`config.mk`:
```
export PLATFORM = sky130hd
export DESIGN_NAME = register_sequencer
export DESIGN_NICKNAME = d
export VERILOG_FILES = /design/src/rtl/register_sequencer.sv
export SDC_FILE = /design/constraint.sdc
export NUM_CORES = 1
export LEC_CHECK = 0
export ABC_AREA = 1
export CAP_MARGIN = 20
export CORE_UTILIZATION = 48
export CTS_CLUSTER_DIAMETER = 200
export DETAILED_ROUTE_END_ITERATION = 8
export PLACE_DENSITY = 0.86
export SETUP_SLACK_MARGIN = 0.15
export SLEW_MARGIN = 20
export SYNTH_ARGS = -nofsm -noshare
export SYNTH_HDL_FRONTEND = slang
export SYNTH_SLANG_ARGS = --single-unit
```
`constraint.sdc`:
```
create_clock -name clock -period 1.5 [get_ports clock]
set_input_delay 0.3 -clock clock [delete_from_list [all_inputs] [get_ports clock]]
set_output_delay 0.3 -clock clock [all_outputs]
set_load 0.005 [all_outputs]
```
`src/rtl/register_sequencer.sv`:
```
// Instruction sequencer for the A/B data registers: turns 8-bit instructions into
// registered per-cycle op codes and load data, stalling the stream during multi-cycle shifts.
module register_sequencer #(
  parameter int DATA_WIDTH = 4,
  parameter int CNT_WIDTH  = 4
) (
  input  logic                  clock,
  input  logic                  reset,
  input  logic                  instr_valid,
  input  logic [7:0]            instr,
  output logic                  instr_ready,
  output logic [1:0]            op_a,
  output logic [1:0]            op_b,
  output logic [DATA_WIDTH-1:0] data_out,
  output logic                  error
);

  localparam logic [1:0] OP_CLEAR = 2'b00;
  localparam logic [1:0] OP_LOAD  = 2'b01;
  localparam logic [1:0] OP_HOLD  = 2'b10;
  localparam logic [1:0] OP_SHL   = 2'b11;

  typedef enum logic {IDLE, SHIFT} state_t;

  state_t                state, state_n;
  logic [CNT_WIDTH-1:0]  cnt, cnt_n;
  logic                  shift_b, shift_b_n;
  logic [1:0]            op_a_n, op_b_n;
  logic [DATA_WIDTH-1:0] data_n;
  logic                  error_n;

  logic                  accept;
  logic [3:0]            opc;
  logic [3:0]            imm;
  logic [CNT_WIDTH-1:0]  shift_n;
  logic                  is_shl;

  assign instr_ready = (state == IDLE);
  assign accept      = instr_valid & instr_ready;
  assign opc         = instr[7:4];
  assign imm         = instr[3:0];
  assign shift_n     = CNT_WIDTH'(imm);
  assign is_shl      = (opc == 4'b0100) || (opc == 4'b0110);

  always_ff @(posedge clock) begin
    if (reset) begin
      state    <= IDLE;
      cnt      <= '0;
      shift_b  <= 1'b0;
      op_a     <= OP_CLEAR;
      op_b     <= OP_CLEAR;
      data_out <= '0;
      error    <= 1'b0;
    end else begin
      state    <= state_n;
      cnt      <= cnt_n;
      shift_b  <= shift_b_n;
      op_a     <= op_a_n;
      op_b     <= op_b_n;
      data_out <= data_n;
      error    <= error_n;
    end
  end

  // Only shifts of two or more cycles need SHIFT; the last SHIFTL cycle is spent
  // back in IDLE so the next instruction can be accepted without a bubble.
  always_comb begin
    state_n   = state;
    cnt_n     = cnt;
    shift_b_n = shift_b;
    case (state)
      IDLE: begin
        if (accept && is_shl && shift_n >= CNT_WIDTH'(2)) begin
          state_n   = SHIFT;
          cnt_n     = shift_n - CNT_WIDTH'(1);
          shift_b_n = (opc == 4'b0110);
        end
      end
      SHIFT: begin
        if (cnt == CNT_WIDTH'(1)) begin
          state_n = IDLE;
          cnt_n   = '0;
        end else begin
          cnt_n = cnt - CNT_WIDTH'(1);
        end
      end
      default: state_n = IDLE;
    endcase
  end

  always_comb begin
    op_a_n  = OP_HOLD;
    op_b_n  = OP_HOLD;
    data_n  = data_out;
    error_n = error;
    if (state == SHIFT) begin
      if (shift_b) op_b_n = OP_SHL;
      else         op_a_n = OP_SHL;
    end else if (accept) begin
      case (opc)
        4'b0000: ;
        4'b0001: op_a_n = OP_CLEAR;
        4'b0010: begin op_a_n = OP_LOAD; data_n = DATA_WIDTH'(imm); end
        4'b0011: begin op_b_n = OP_LOAD; data_n = DATA_WIDTH'(imm); end
        4'b0100: if (imm != 4'd0) op_a_n = OP_SHL;
        4'b0101: op_b_n = OP_CLEAR;
        4'b0110: if (imm != 4'd0) op_b_n = OP_SHL;
        4'b0111: begin op_a_n = OP_CLEAR; op_b_n = OP_CLEAR; end
        default: error_n = 1'b1;
      endcase
    end
  end

endmodule

```
Yosys cells after proc, flatten, opt, wreduce, memory -nomap -nowiden
Cells that the tools add are included.
{"block": "totals", "ff_bits": 15, "out_inout_bits": 10, "word_cells": 49}
{"block": "classes", "add_sub_neg": 2, "order_cmp": 1, "n_eq_ne": 9, "mux": 15, "n_bitwise": 3, "n_reduce_logical": 12}
{"cell": "4-bit by 3-bit == test with 1-bit output (second input constant)", "count": 4}
{"cell": "2-bit case mux with 3 select lines", "count": 2}
{"cell": "4-bit by 1-bit == test with 1-bit output (second input constant)", "count": 2}
{"cell": "4-bit by 2-bit == test with 1-bit output (second input constant)", "count": 2}
{"cell": "2-bit two-way mux", "count": 4}
{"cell": "4-bit two-way mux", "count": 2}
{"cell": "4-bit case mux with 2 select lines", "count": 1}
{"cell": "8-bit OR reduction", "count": 1}
{"cell": "4-bit by 1-bit subtractor with 4-bit output (second input constant)", "count": 2}
{"cell": "3-bit AND reduction", "count": 2}
{"cell": "2-bit OR reduction", "count": 3}
{"cell": "1-bit two-way mux", "count": 5}
{"cell": "4-bit by 2-bit greater-or-equal comparator with 1-bit output (second input constant)", "count": 1}
{"cell": "4-bit logical NOT", "count": 1}
{"cell": "4-bit nonzero test", "count": 1}
{"cell": "1-bit logical AND", "count": 2}
{"cell": "2-bit by 1-bit inequality test with 1-bit output (second input constant)", "count": 1}
{"cell": "1-bit inverter", "count": 2}
{"cell": "1-bit case mux with 2 select lines", "count": 1}
{"cell": "2-bit AND reduction", "count": 1}
{"cell": "1-bit AND", "count": 1}
{"cell": "1-bit logical OR", "count": 1}

Logic depth before layout (Yosys ltp)
{"block": "depth", "depth_word": 6, "depth_mapped": 9, "ltp_nobuf": 9}

Least setup slack after synthesis
No wires, ideal clock.
{"block": "synth_path", "kind": "input -> register", "startpoint": "input port instr[0]", "endpoint": "register cnt[3]", "t_arrival_ps": 1039, "setup_slack_ps": 350, "path_stages": 9, "cell_sequence": "inv_1 ha_1 nor2_1 nand2_1 nand3_4 nand2_4 inv_2 nor2_2 nor2_1"}
{"block": "synth_via", "elab_chain_cells": 3}
{"item": "from (decl)", "line_no": "10", "source": "input logic [7:0] instr,"}
{"item": "4-bit by 1-bit subtractor with 4-bit output or 4-bit by 2-bit greater-or-equal comparator with 1-bit output (tied branches)", "line_no": "75, 73"}
{"item": "4-bit two-way mux or 1-bit logical AND (tied branches)", "line_no": "73", "source": "if (accept && is_shl && shift_n >= CNT_WIDTH'(2)) begin"}
{"item": "4-bit case mux with 2 select lines or 2-bit by 1-bit inequality test with 1-bit output (tied branches)"}
{"item": "to (signal assigned)", "line_no": "56", "source": "cnt <= cnt_n;"}
{"item": "to (decl)", "line_no": "26", "source": "logic [CNT_WIDTH-1:0] cnt, cnt_n;"}
Parallel ways exist; a longest one is shown, timed or not. The select of a mux whose other input is x is not followed.
A chain may end at the register's enable or synchronous reset.

Worst setup path after layout
{"block": "layout_path", "startpoint": "input port instr[7]", "endpoint": "register cnt[1]"}
{"block": "layout_via", "elab_chain_cells": 5}
{"item": "4-bit by 3-bit == test with 1-bit output", "line_no": "43", "source": "assign is_shl = (opc == 4'b0100) || (opc == 4'b0110);"}
{"item": "1-bit logical OR (*)", "line_no": "43"}
{"item": "1-bit logical AND (*) (2 in a row)", "line_no": "73"}
{"item": "2-bit by 1-bit inequality test with 1-bit output (no line) (*)"}
Mark *: on every way between the ends. The rest lies on a longest branch, timed or not.

==> out/qor.txt <==
crit-path max FO = 8
Clk network pwr share = 0.271
wire length on met1 = 872 um
Max Fclk = 0.796 GHz
Reg power frac = 0.492
H-tree levels = 1
P_leak = 0.639 nW
Remaining Overflow, GRT = 0
kind of end point of the critical path = flip-flop
Final Max Slew Viols = 0
CTS tree = built
Synth top area share = 0.331
Startpoint Class = input pin
syn nets = 149
met3 wire len = 88 um
top cells by count, synth = 36 x nand2_1, 16 x inv_1, 15 x dfxtp_1
DIE WIDTH = 45.5 um
Netlist Area Pre-Place = 907 um^2
arrival time at the worst endpoint = 1440 ps
worst setup path category = input pin to flip-flop
largest cells by area after synthesis = dfxtp_1 33%, nand2_1 15%, nand3_1 6.6%
Total Routing Usage GR = 0.221
Pre-antenna DRT Iters = 4
CP delay by family, top = buffers and inverters
Main synth FF type = dfxtp_1
CTS Buf Count = 3
first-pass GRT wire length = 3220 um
Setup violations, final = 0
wirelength, routed = 1990 um
detailed placement HPWL = 1560 um
Max-slew headroom = 0.804
vias in the first global route = 782
layout cells sized above 1 = 0.196
post-synthesis instance total = 134
asr flop ratio synth = 0
Post-synth EDFFs = 0
largest net degree at the start of global routing = 10
Clock Skew = 2.73 ps
Max stage delay on crit path = 450 ps
Final Net Count = 179
initial antenna violation count = 0
via count = 899
clk root buf = clkbuf_4
Clock Latency Late Sink = 280 ps
crit path time final = 1260 ps
Max Cap Viol = 0
die span in y = 45.5 um
Seq cells post-synth = 15
Remaining DRCs = 0
Syn Area/Cell = 6.77 um^2
status = complete, no violations
routed vias/inst = 4.78
worst hold path type = input pin to flip-flop
RSZ-0062 raised after global routing = no
Sw Share = 0.296
period utilization = 0.838
CP max-delay cell = clkdlybuf4s50_1
clock buffer depth = 2
Fin Hold WS = 422 ps
worst-path cell chain = clkdlybuf4s50_1 > inv_2 > nand2_2 > nor2_4 > nand3_4 > nand2_4 > inv_4 > nor2_1 > nor2_1
worst vdd ir = 0.000675 V
drt wl/cell = 10.6 um
Starting DRT DRC Count = 22
Ports = 21
synth warn = 0
Buffers & Inverters on Critical Path = 3
FP Rows = 15
Initial Util = 0.520
P per Cell Area = 721 nW/um^2
metal2 WL = 991 um
required time of the critical path = 1690 ps
Core Footprint = 1750 um^2
Gate power share = 0.237
Placer Congestion = 0.826
Die ar. = 2070 um^2
power consumption = 869 uW
final hold violations = 0
Final ANT Viol Nets = 0
IO Port Bufs = 20
synth unique cells = 26
Synth area leader = dfxtp_1
highest routed layer = met4
ant diodes = 0
Int Pwr = 612 uW
most frequent cell after synthesis = nand2_1
P&R area growth vs syn = 33.0%
Seq/Total Area, Yosys = 0.331
Worst Tran Pin Value = 293 ps
switching pwr = 258 uW
CTS clock-pin slew for the worst setup and hold paths = 90 ps
CTS Hold Bufs = 0
clk sinks = 15
Worst path most repeated cell = nor2_1
-- layer usage --
layer / vias to the layer above / track usage
met5: - / 0
li1: 475 / -
met4: 0 / 0.109
met3: 4 / 0.0238
met1: 389 / 0.271
met2: 31 / 0.380
-- worst paths after layout --
path                            start                       end  slack [ps]  cells after the start
setup / recovery             instr[7]       cnt[1]$_SDFFE_PP0P_         240                      9
hold / removal               instr[0]  data_out[0]$_SDFFE_PP0P_         420                      4
setup reg to reg  cnt[0]$_SDFFE_PP0P_       cnt[2]$_SDFFE_PP0P_         300                      9
hold reg to reg    error$_SDFFE_PP0P_        error$_SDFFE_PP0P_         450                      2
-- worst reg2reg max path: stages, from the launching register on --
cell and delay (ps):
dfxtp_1 380, inv_1 90, ha_1 220, inv_1 50
nand2_1 40, nand2_1 60, nand3_1 70, nand2_1 80
nand2_2 50, a21oi_2 100
-- kinds of logic after synthesis --
kind of cell,Yosys count,synth area share
and+or+nand+nor,72,0.385
AOI/OAI and AO/OA,17,0.101
DFF,15,0.331
muxes,1,0.0110
adders and majority gates,4,0.0552
buffers and inverters,25,0.117
-- area by class of cell --
class                      instances  area, um^2
multi-input combinational         94         500
fill                             162         539
inverter                          22        88.8
tap                               25        31.3
clock inverter                     1        5.00
clock buffer                       3        22.5
timing repair buffer              28         255
sequential                        15         303
-- state kept, by name (all words and copies together) (netlist names) --
register  cells
cnt           4
state         1
shift_b       1
data_out      4
error         1
op_b          2
op_a          2
-- stage by stage --
stage / cell area, um^2 / setup WS [ps] / cells / util / TNS [ps]
final: 1210 / 243 / 188 / 0.691 / 0
after global placement: 1170 / -113 / 183 / 0.671 / -555
after global routing: 1210 / 158 / 188 / 0.691 / 0
after detailed placement: 1170 / -151 / 183 / 0.671 / -777
after floorplan: 907 / 350 / 134 / - / 0
after CTS: 1200 / 154 / 188 / 0.685 / 0
-- repair_timing --
item                                    in CTS  in global routing
gates resized for setup                     12                  6
endpoints found under the setup margin      11                  5
pin swaps                                    1                  3
setup buffers                                1                  0
-- cells in the final DEF, fill, tap and decap left out, types with 5 or more instances in the layout --
| master | count |
|---|---|
| dfxtp_1 | 13 |
| clkdlybuf4s50_1 | 7 |
| nand2_1 | 36 |
| inv_1 | 14 |
| inv_2 | 5 |
| buf_4 | 8 |
| dlygate4sd2_1 | 10 |
| a21oi_1 | 10 |
| nand3_1 | 12 |
| nor2_1 | 14 |
-- power groups by stage --
stage	registers [mW]	logic, mW	clock network [mW]
after floorplan	0.437	0.120	0
after global placement	0.437	0.205	0
after detailed placement	0.437	0.212	0
after CTS	0.428	0.206	0.239
after global routing	0.431	0.230	0.256
final	0.428	0.206	0.236
No activity file was read; power rests on OpenSTA's default activity.
